==> src/rtl/btn_conditioner.sv <==
// btn_conditioner: synchronize, debounce and decode stopwatch keys into tick-timed events
// Ports: clk, rst (sync, active-high); key_ssr_n, key_lap_n (raw, active-low), sw_view (raw, active-high);
//        tick (1-clk pulse every CLK_HZ/TICK_HZ clk), ssr_short, ssr_long, lap_press (1-clk pulses),
//        view_lvl (debounced level).
// Macro BTN_LONG_PRESS_EN: enables the LONG state and ssr_long; otherwise ssr_long is tied to 0.
module btn_conditioner #(
   parameter int CLK_HZ          = 50000000,
   parameter int TICK_HZ         = 100,
   parameter int DEB_TICKS       = 2,
   parameter int SHORT_MIN_TICKS = 5,
   parameter int LONG_TICKS      = 100
) (
   input  logic clk,
   input  logic rst,
   input  logic key_ssr_n,
   input  logic key_lap_n,
   input  logic sw_view,
   output logic tick,
   output logic ssr_short,
   output logic ssr_long,
   output logic lap_press,
   output logic view_lvl
);
   localparam int DIV = CLK_HZ / TICK_HZ;
   localparam int CW  = $clog2(DIV + 1);
   localparam int DW  = $clog2(DEB_TICKS + 1);
`ifdef BTN_LONG_PRESS_EN
   localparam int HMAX = LONG_TICKS;
`else
   localparam int HMAX = SHORT_MIN_TICKS;
`endif
   localparam int HW = $clog2(HMAX + 1);
   // raw order {view, lap_n, ssr_n}; released raw value is 3'b011
   localparam logic [2:0] REL = 3'b011;

   logic [2:0]    s1, s2, smp, deb, acc;
   logic [DW-1:0] dcnt [3];
   logic [CW-1:0] cnt;
   logic [1:0]    armed, rise;

   always_ff @(posedge clk) begin
      if (rst) begin
         s1 <= REL;
         s2 <= REL;
      end else begin
         s1 <= {sw_view, key_lap_n, key_ssr_n};
         s2 <= s1;
      end
   end

   // active-high "pressed / on" view of the synchronized inputs
   assign smp = s2 ^ REL;

   always_ff @(posedge clk) begin
      if (rst) begin
         cnt  <= '0;
         tick <= 1'b0;
      end else begin
         tick <= cnt == CW'(DIV - 1);
         cnt  <= cnt == CW'(DIV - 1) ? '0 : cnt + 1'b1;
      end
   end

   // a sample equal to the current level restarts the run of disagreeing samples
   for (genvar i = 0; i < 3; i++) begin : g_deb
      assign acc[i] = tick && smp[i] != deb[i] && dcnt[i] == DW'(DEB_TICKS - 1);
      always_ff @(posedge clk) begin
         if (rst) begin
            deb[i]  <= 1'b0;
            dcnt[i] <= '0;
         end else if (tick) begin
            deb[i]  <= acc[i] ? smp[i] : deb[i];
            dcnt[i] <= (smp[i] == deb[i] || acc[i]) ? '0 : dcnt[i] + 1'b1;
         end
      end
   end

   // a key arms only once it has been seen released while debounced released,
   // so a key held through reset cannot fire until it is let go and pressed again
   always_ff @(posedge clk) begin
      if (rst) armed <= '0;
      else     armed <= armed | ({2{tick}} & ~smp[1:0] & ~deb[1:0]);
   end

   assign rise     = acc[1:0] & smp[1:0] & armed;
   assign view_lvl = deb[2];

   always_ff @(posedge clk) begin
      if (rst) lap_press <= 1'b0;
      else     lap_press <= rise[1];
   end

`ifdef BTN_LONG_PRESS_EN
   typedef enum logic [1:0] {IDLE, HELD, LONG} state_t;
`else
   typedef enum logic [1:0] {IDLE, HELD} state_t;
`endif

   state_t        st, st_n;
   logic [HW-1:0] hold, hold_n;
   logic          short_n;
`ifdef BTN_LONG_PRESS_EN
   logic          long_n;
`endif

   always_ff @(posedge clk) begin
      if (rst) begin
         st        <= IDLE;
         hold      <= '0;
         ssr_short <= 1'b0;
      end else begin
         st        <= st_n;
         hold      <= hold_n;
         ssr_short <= short_n;
      end
   end

`ifdef BTN_LONG_PRESS_EN
   always_ff @(posedge clk) begin
      if (rst) ssr_long <= 1'b0;
      else     ssr_long <= long_n;
   end
`else
   assign ssr_long = 1'b0;
`endif

   always_comb begin
      st_n    = st;
      hold_n  = hold;
      short_n = 1'b0;
`ifdef BTN_LONG_PRESS_EN
      long_n  = 1'b0;
`endif
      case (st)
         IDLE: if (rise[0]) begin
            st_n   = HELD;
            hold_n = '0;
         end
         HELD: if (!deb[0]) begin
            st_n    = IDLE;
            short_n = hold >= HW'(SHORT_MIN_TICKS);
`ifdef BTN_LONG_PRESS_EN
         end else if (hold == HW'(LONG_TICKS)) begin
            st_n   = LONG;
            long_n = 1'b1;
         end else if (tick) begin
            hold_n = hold + 1'b1;
         end
         LONG: if (!deb[0]) st_n = IDLE;
`else
         end else if (tick && hold != HW'(HMAX)) begin
            hold_n = hold + 1'b1;
         end
`endif
         default: st_n = IDLE;
      endcase
   end
endmodule

==> config.mk <==
export PLATFORM = sky130hd
export DESIGN_NAME = btn_conditioner
export DESIGN_NICKNAME = d
export VERILOG_FILES = /design/src/rtl/btn_conditioner.sv
export SDC_FILE = /design/constraint.sdc
export NUM_CORES = 1
export LEC_CHECK = 0
export ABC_AREA = 1
export CORE_UTILIZATION = 35
export CTS_CLUSTER_SIZE = 14
export DETAILED_ROUTE_END_ITERATION = 16
export PLACE_DENSITY_LB_ADDON = 0.05
export SETUP_SLACK_MARGIN = 0.5
export SYNTH_ARGS = -nofsm -noshare
export SYNTH_HDL_FRONTEND = slang
export SYNTH_SLANG_ARGS = --single-unit
==> constraint.sdc <==
create_clock -name clk -period 1.6 [get_ports clk]
set_clock_uncertainty 0.2 [all_clocks]
set_input_delay 0.32 -clock clk [delete_from_list [all_inputs] [get_ports clk]]
set_output_delay 0.32 -clock clk [all_outputs]
set_load 0.03 [all_outputs]
* After elaboration in Yosys (flattened, before gate mapping) *
Memories as Yosys holds them, arrays and structs flattened.
Cells that the tools add are included.

word-level totals
  register bits after elaboration = 38
  memory bits (writable) = 6
  input bits = 5
  output and inout bits = 5
  logic and storage cells = 84
  memories = 1

cells by class
  add/subtract/negate cells = 5
  order comparisons = 1
  equality and inequality tests = 16
  multiplexer cells = 18
  bitwise gates (word level) = 12
  reductions and logical operators = 19

memories
  memory  words  bits a word  rd ports  clocked after memory_dff  write ports  line  source
  dcnt    3      2            3         0                         3            37    logic [DW-1:0] dcnt [3];

operators with widths
  operator               number
  $add 19x1->19 const B  1
  $eq 19x19->1 const B   1
  $mux 2                 8
  $mux 3                 3
  $and 2x2->2            4
  $eq 2x1->1 const B     4
  $ne 2x2->1 const B     4
  $reduce_and 2->1       4
  $logic_and 1x1->1      7
  $add 2x1->2 const B    3
  $not 2->2              3
  $pmux 3 s2             1
  $mux 1                 5
  $pmux 2 s2             1
  $reduce_and 4->1       1
  $add 3x1->3 const B    1
  $eq 1x1->1             3
  $ge 3x3->1 const B     1
  $logic_or 1x1->1       3
  $ne 1x1->1             3
  $ne 3x3->1 const B     1
  $or 1x1->1             3
  $reduce_or 3->1        1
  $logic_not 2->1        1
  4 further kinds        4

* Logic depth before layout (Yosys ltp) *
Gate-level depths: netlist (run 1).

  word-level depth = 8
  depth in mapped cells = 10
  gate-level depth less buffers = 10

* Worst setup path after synthesis (run 1) *
OpenSTA, ideal clock, no wires.

  path type = register to register
  from = reg cnt[0]
  to = reg cnt[12]
  library setup time = 0.115 ns
  arrival time = 1.307 ns
  required time = 1.285 ns
  setup slack = -0.022 ns
  stages on the path, launching flop included = 8
  buffers on the path = 1
  clock period less this slack = 1.622 ns
  cell sequence = dfxtp_1 > ha_1 > nand2_1 > nor2_4 > nand3_2 > o21ai_4 > buf_6 > nor2_1

on the way
  word-level cells in the longest chain between the ends = 2
  elaborated cells between the ends (all ways) = 3
  those cells by class = add/sub: 1; eq/ne: 1; reduce/logical: 1

RTL lines
  element                                                                line  source
  start, declared                                                        38    logic [CW-1:0] cnt;
  start signal, assigned                                                 60    cnt <= cnt == CW'(DIV - 1) ? '0 : cnt + 1'b1;
  parallel branches: the longest is 2 deep, another holds $add 19x1->19  --

Parallel ways; which one is timed is not known.
A chain may end at the register's enable or synchronous reset.

* Worst setup path in the final report (run 1) *
  from = reg cnt[1]
  to = reg cnt[11]

Same word-level chain as after synthesis.

==> results of run 1 <==
worst min path at each step:
stage,from,endpoint,slack [ps],cells after the start
after floorplan,s1[2],s2[2],190,2
after global placement,s1[1],s2[1],190,1
after detailed placement,s1[1],s2[1],200,1
after CTS,s1[2],s2[2],210,2
after global routing,rst,deb[1],230,4
final,s1[1],s2[1],220,1
cells by family (layout without fill, tap and decap cells):
family,after synthesis,after routing,share of synthesized area (%)
xor+xnor,8,8,3.582
fa+ha+maj,6,6,3.839
compound gates,22,22,6.271
simple gates,137,137,31.16
other cells,1,1,0.1918
flops,43,43,47.09
buf+inv,38,90,7.870
synth_stat cells:
library cell / number
nand2_1: 62
dfxtp_1: 37
inv_1: 35
nor2_1: 33
a21oi_1: 14
nand3_1: 14
or2_2: 7
edfxtp_1: 6
ha_1: 6
nor3_1: 6
o21ai_0: 6
nand4_1: 5
nor4_1: 4
xnor2_1: 4
xor2_1: 4
nor2_4: 2
and2_1: 1
buf_4: 1
buf_6: 1
clkbuf_1: 1
conb_1: 1
nand3_2: 1
nand3b_1: 1
nor2_2: 1
o21ai_4: 1
o22ai_1: 1
through the flow:
stage	utilization (%)	power, mW
2_1_floorplan	-	1.199
3_5_place_dp	44.74	1.250
5_1_grt	55.26	2.133
4_1_cts	51.55	2.057
6_report	55.26	2.047
3_3_place_gp	44.74	1.250
state kept, by name (all words and copies together), names as in the netlist:
| signal | flops |
|---|---|
| view_lvl | 1 |
| cnt | 19 |
| tick | 1 |
| st | 1 |
| dcnt | 6 |
| ssr_short | 1 |
| s2 | 3 |
| s1 | 3 |
| armed | 2 |
| hold | 3 |
| deb | 2 |
| lap_press | 1 |
repair_timing:
action                                  4_1_cts  5_1_grt
endpoints found under the setup margin       51       47
buffers inserted                             12        6
resized for setup                            65       48
gates cloned                                  0        0
endpoints found under the hold margin         0        0
pin swaps                                    12       13
power groups by stage:
stage               Clock [mW]  Sequential [mW]  Combinational, mW
floorplan                    0             1.15             0.0533
global placement             0             1.15              0.104
detailed placement           0             1.15              0.104
CTS                      0.807             1.12              0.127
global route             0.856             1.12              0.153
finish                   0.786             1.12              0.140
cell usage in the layout, fill, tap and decap left out, types with 5 or more instances in the layout:
cell type | synthesis | layout
buf_6 | 1 | 14
dfxtp_4 | 0 | 5
buf_4 | 1 | 26
edfxtp_1 | 6 | 6
nand2_2 | 0 | 6
dfxtp_2 | 0 | 7
nor2_1 | 33 | 28
nand3_1 | 14 | 11
inv_2 | 0 | 6
nand2_1 | 62 | 53
a21oi_2 | 0 | 6
inv_1 | 35 | 27
clkbuf_8 | 0 | 7
or2_2 | 7 | 6
nand4_1 | 5 | 5
a21oi_1 | 14 | 8
dfxtp_1 | 37 | 25
cell type report:
| type | instances | area (um^2) | area share, % |
|---|---|---|---|
| multi-input combinational | 174 | 1167 | 40.34 |
| clock buffer | 7 | 96.34 | 3.329 |
| clock inverter | 1 | 7.507 | 0.2594 |
| inverter | 35 | 143.9 | 4.972 |
| timing repair buffer | 47 | 442.9 | 15.30 |
| tap | 70 | 87.58 | 3.026 |
| sequential | 43 | 948.4 | 32.77 |
critical path, stage by stage, from the launching register on:
cell	delay, ps
dfxtp_2	360
ha_4	140
nand2_2	50
nor2_4	120
nand3_2	130
o21ai_4	220
buf_12	150
a21oi_1	40
layer usage:
layer	share of wire, %	global-route usage [%]	vias up
met2	50	27.05	22
met4	2.0	7.692	0
met1	46	18.22	768
met5	0	0	-
met3	2.8	3.810	9
li1	-	-	905
==> metrics.md, run 1 <==
| Metric | Value |
|---|---|
| TritonCTS buffer count | `5` |
| Residual DRC | `0` |
| Placement Setup Slack | `-97.62 ps` |
| Root buffer cell | `clkbuf_8` |
| Post-synthesis sequential area ratio | `47.09%` |
| Routed WL per cell | `11.37 um` |
| Max VDD drop | `558.0 uV` |
| First-pass GRT wire length | `7.334 mm` |
| Worst skew pair latency | `300 ps` |
| Clock Sinks | `43` |
| Maximum clock frequency | `654.6 MHz` |
| Post-synth cell types | `26` |
| RSZ-0062 raised after global routing | `yes` |
| GRT Util Overall | `15.77%` |
| Layout cells sized above 1 | `40.72%` |
| Num ports | `10` |
| Die footprint | `5891 um^2` |
| TNS Setup | `0 ps` |
| Diode count | `0` |
| Hold Vio Cnt, Final | `0` |
| Reg-to-reg slack, setup | `70 ps` |
| Aggregate global routing overflow | `0` |
| Area contributors post-synth | `dfxtp_1 (38%), nand2_1 (12%), edfxtp_1 (9.2%), inv_1 (6.7%), nor2_1 (6.3%)` |
| Finish-stage setup viols | `0` |
| Area Growth Syn to Fin | `47.98%` |
| Final instance area | `2894 um^2` |
| Reg2reg start | `cnt[1]` |
| Final WL | `4.287 mm` |
| Number of synthesized register bits | `43` |
| Initial Util | `37.34%` |
| Placed Cells | `351` |
| # hold bufs at CTS | `0` |
| Min Tclk post-route | `1528 ps` |
| Drt pass-1 iters | `4` |
| Mean post-synth cell area | `7.669 um^2` |
| Clk slew on worst S/H paths | `80 ps` |
| Setup crit end | `cnt[11]` |
| Crit start category | `flip-flop` |
| Depth of the CTS H-tree | `2` |
| Register share of total power | `54.8%` |
| Post-DP HPWL | `2.846 mm` |
| Total number of vias | `1,704` |
| DP Area | `2344 um^2` |
| Area share of the largest cell type after synthesis | `37.88%` |
| Post-Layout Cell Count | `377` |
| Logic pwr share | `6.8%` |
| Final Max Slew Viols | `0` |
| PwrDens | `707.3 nW/um^2` |
| CTS tree | `done` |
| Worst Reg2Reg Path Length in Cells | `7` |
| Largest net degree at the start of global routing | `14` |
| Crit-path max FO | `12` |
| # port buffers | `8` |
| Core area | `5238 um^2` |
| Worst setup EP type | `flip-flop` |
| Status | `finished, final reports clean` |
| CTS Buffer Depth | `2` |
| Post-synth top area cell | `dfxtp_1` |
| Post-synthesis instance area | `1956 um^2` |
| Clock Power Share | `38.4%` |
| Cell Int Power | `1.571 mW` |
| Die height | `76.75 um` |
| Critical path startpoint | `cnt[1]` |
| Part of the cycle the worst path needs | `95.48%` |
| Vias/cell | `4.520` |
| Worst endpoint data arrival time | `1520 ps` |
| Filler cells | `490` |
| Worst reg2reg endpoint | `cnt[11]` |
| Post-layout nets | `317` |
| WHS | `218.4 ps` |
| Leak | `1.090 nW` |
| CP required | `1590 ps` |
| Critical path type | `flip-flop to flip-flop` |
| Yosys Warn Count | `0` |
| Post-route ant nets | `0` |
| Vias in the first global route | `1,679` |
| Num rows | `26` |
| P_sw | `0.4762 mW` |
| Global placement routability congestion | `0.7818` |
| Gate Count Post-Synth | `255` |
| DRT iter0 DRCs | `38` |
| Switch share | `23.26%` |
| Synth Net Count | `266` |
| Fin worst setup slack | `72.28 ps` |
| Max Cap Viol | `0` |
| Die W | `76.75 um` |
| Initial antenna violation count | `0` |
| Worst hold path class | `flip-flop to flip-flop` |
No activity file was read; power rests on OpenSTA's default activity.
==> run 2, diff against run 1 <==
--- a/config.mk
+++ b/config.mk
@@ -9,7 +9,7 @@
 export CORE_UTILIZATION = 35
 export CTS_CLUSTER_SIZE = 14
 export DETAILED_ROUTE_END_ITERATION = 16
-export PLACE_DENSITY_LB_ADDON = 0.05
+export PLACE_DENSITY = 0.51
 export SETUP_SLACK_MARGIN = 0.5
 export SYNTH_ARGS = -nofsm -noshare
 export SYNTH_HDL_FRONTEND = slang
==> metrics.md, run 2 (synthesis results as in run 1) <==
| Metric | Value |
|---|---|
| Area Growth Syn to Fin | `45.04%` |
| Final Core Density | `54.16%` |
| Largest net degree at the start of global routing | `18` |
| Worst setup EP type | `flip-flop` |
| Post-Layout Cell Count | `371` |
| Residual DRC | `0` |
| CP required | `1610 ps` |
| Worst hold path class | `flip-flop to flip-flop` |
| CP bufs+invs | `1` |
| P_sw | `0.4795 mW` |
| Hold Vio Cnt, Final | `0` |
| Commonest non-fill, non-tap cell in the layout | `nand2_1` |
| Status | `finished, final reports clean` |
| Crit start category | `flip-flop` |
| RSZ-0062 raised after global routing | `yes` |
| Vias/cell | `4.571` |
| Worst hold stages | `1` |
| Worst reg2reg endpoint | `cnt[16]` |
| Worst endpoint data arrival time | `1530 ps` |
| Most Frequent Cell on Critical Path | `nand2_1` |
| TNS Setup | `0 ps` |
| Layout cells sized above 1 | `37.87%` |
| Aggregate global routing overflow | `0` |
| PwrDens | `742.4 nW/um^2` |
| Depth of the CTS H-tree | `2` |
| Clock Sinks | `43` |
| Hold Crit Endpoint | `s2[0]` |
| Total number of vias | `1,696` |
| DP Area | `2328 um^2` |
| Final instance area | `2836 um^2` |
| Worst Reg2Reg Path Length in Cells | `10` |
| Finish-stage setup viols | `0` |
| Critical path, cell by cell | `ha_4 -> nand2_4 -> nor2_4 -> nand2_4 -> nor2_4 -> nand2_1 -> nand2_1 -> nand2_1 -> nand2_1 -> inv_1` |
| Max Cap Viol | `0` |
| Post-layout nets | `311` |
| First-pass GRT wire length | `7.079 mm` |
| Die W | `76.75 um` |
| Cell Int Power | `1.626 mW` |
| Num rows | `26` |
| CTS Buffer Depth | `2` |
| CTS tree | `done` |
| # port buffers | `8` |
| Logic pwr share | `6.3%` |
| Largest register FFs | `19` |
| Part of the cycle the worst path needs | `95.19%` |
| Leak | `1.072 nW` |
| Filler cells | `469` |
| Placed Cells | `349` |
| Maximum clock frequency | `656.6 MHz` |
| Diode count | `0` |
| Crit path max-delay family | `simple AND/OR/NAND/NOR gates` |
| Register share of total power | `53.4%` |
| Root buffer cell | `clkbuf_8` |
| DRT iter0 DRCs | `45` |
| Hold path start | `s1[0]` |
| Final WL | `4.111 mm` |
| Crit-path max FO | `5` |
| Die footprint | `5891 um^2` |
| Post-route ant nets | `0` |
| Total Power | `2.106 mW` |
| Min Tclk post-route | `1523 ps` |
| Num ports | `10` |
| Largest Register | `cnt` |
| Worst skew pair latency | `300 ps` |
| TritonCTS buffer count | `5` |
| Most frequent cells in the layout | `nand2_1 (55), inv_1 (28), nor2_1 (28)` |
| Initial antenna violation count | `0` |
| Reg-to-reg slack, setup | `80 ps` |
| GRT Util Overall | `14.99%` |
| Biggest registers after layout | `cnt x19, dcnt x6` |
| Critical path type | `flip-flop to flip-flop` |
| Switch share | `22.77%` |
| Die height | `76.75 um` |
| Clk slew on worst S/H paths | `90 ps` |
| Max stage delay cell, worst path | `dfxtp_2` |
| Initial Util | `37.34%` |
| Vias in the first global route | `1,680` |
| Routed WL per cell | `11.08 um` |
| Max VDD drop | `529.3 uV` |
| # hold bufs at CTS | `0` |
| Post-DP HPWL | `2.682 mm` |
| Core area | `5238 um^2` |
| Reg2reg start | `cnt[1]` |
| Global placement routability congestion | `0.7965` |
| Drt pass-1 iters | `4` |
| CP peak stage delay | `360 ps` |
| Clock Power Share | `40.4%` |
| Final Max Slew Viols | `0` |
==> run 2: changes by cell type in the layout (fill, tap and decap cells not counted), sizes merged <==
cell      before  now
buf           43   37
clkinvlp       1    0
inv           34   35
==> run 2: how the worst max path moves through the flow <==
stage | from | end | slack (ps) | cells after the start
after floorplan | cnt[0] | cnt[2] | 100 | 7
after global placement | rst | dcnt[0][0] | -70 | 5
after detailed placement | rst | dcnt[1][1] | -150 | 5
after CTS | cnt[1] | cnt[11] | 70 | 7
after global routing | cnt[11] | cnt[15] | -20 | 8
final | cnt[1] | cnt[16] | 80 | 10
==> run 2: worst register-to-register path: cells and delay by family (launching register included) <==
family	cells	cell delay, ps
simple gates	8	720
fa+ha+maj	1	150
buf+inv	1	30
flops	1	360
==> run 2: per-layer routing <==
| metal | routed length, um | GRT usage, % |
|---|---|---|
| met3 | 92 | 3.929 |
| met5 | 0 | 0 |
| met4 | 88 | 6.154 |
| met2 | 2082 | 26.16 |
| met1 | 1848 | 17.19 |
==> run 2: final cells by class <==
class                      instances  area (um^2)  area share (%)
multi-input combinational        174         1142           40.27
sequential                        43        947.2           33.39
timing repair buffer              41        401.6           14.16
inverter                          35        141.4           4.985
clock buffer                       7        107.6           3.794
tap                               70        87.58           3.088
clock inverter                     1        8.758          0.3088
==> run 2: metrics by stage <==
| stage | hold WS, ps | setup WS, ps |
|---|---|---|
| floorplan | 188.3 | 102.4 |
| global placement | 191.7 | -69.33 |
| detailed placement | 199.5 | -148.2 |
| CTS | 208.4 | 67.92 |
| global route | 234.4 | -24.35 |
| finish | 218.7 | 76.94 |
==> run 2: what timing repair did <==
action | in CTS | in global routing
pin swaps | 13 | 7
endpoints found under the setup margin | 53 | 51
gates cloned | 0 | 0
gates resized for setup | 64 | 40
setup buffers | 8 | 6
==> run 2: power by group through the flow <==
stage,sequential (mW),clock (mW),combinational (mW)
after floorplan,1.15,0,0.0533
after global placement,1.15,0,0.0989
after detailed placement,1.15,0,0.0998
after CTS,1.12,0.868,0.120
after global routing,1.13,0.909,0.144
final,1.12,0.850,0.132
==> run 3, diff against run 2 <==
--- a/config.mk
+++ b/config.mk
@@ -11,6 +11,7 @@
 export DETAILED_ROUTE_END_ITERATION = 16
 export PLACE_DENSITY = 0.51
 export SETUP_SLACK_MARGIN = 0.5
+export SLEW_MARGIN = 20
 export SYNTH_ARGS = -nofsm -noshare
 export SYNTH_HDL_FRONTEND = slang
 export SYNTH_SLANG_ARGS = --single-unit
==> results of run 3 <==
Final layout, timing and power as in run 2 (identical DEF).
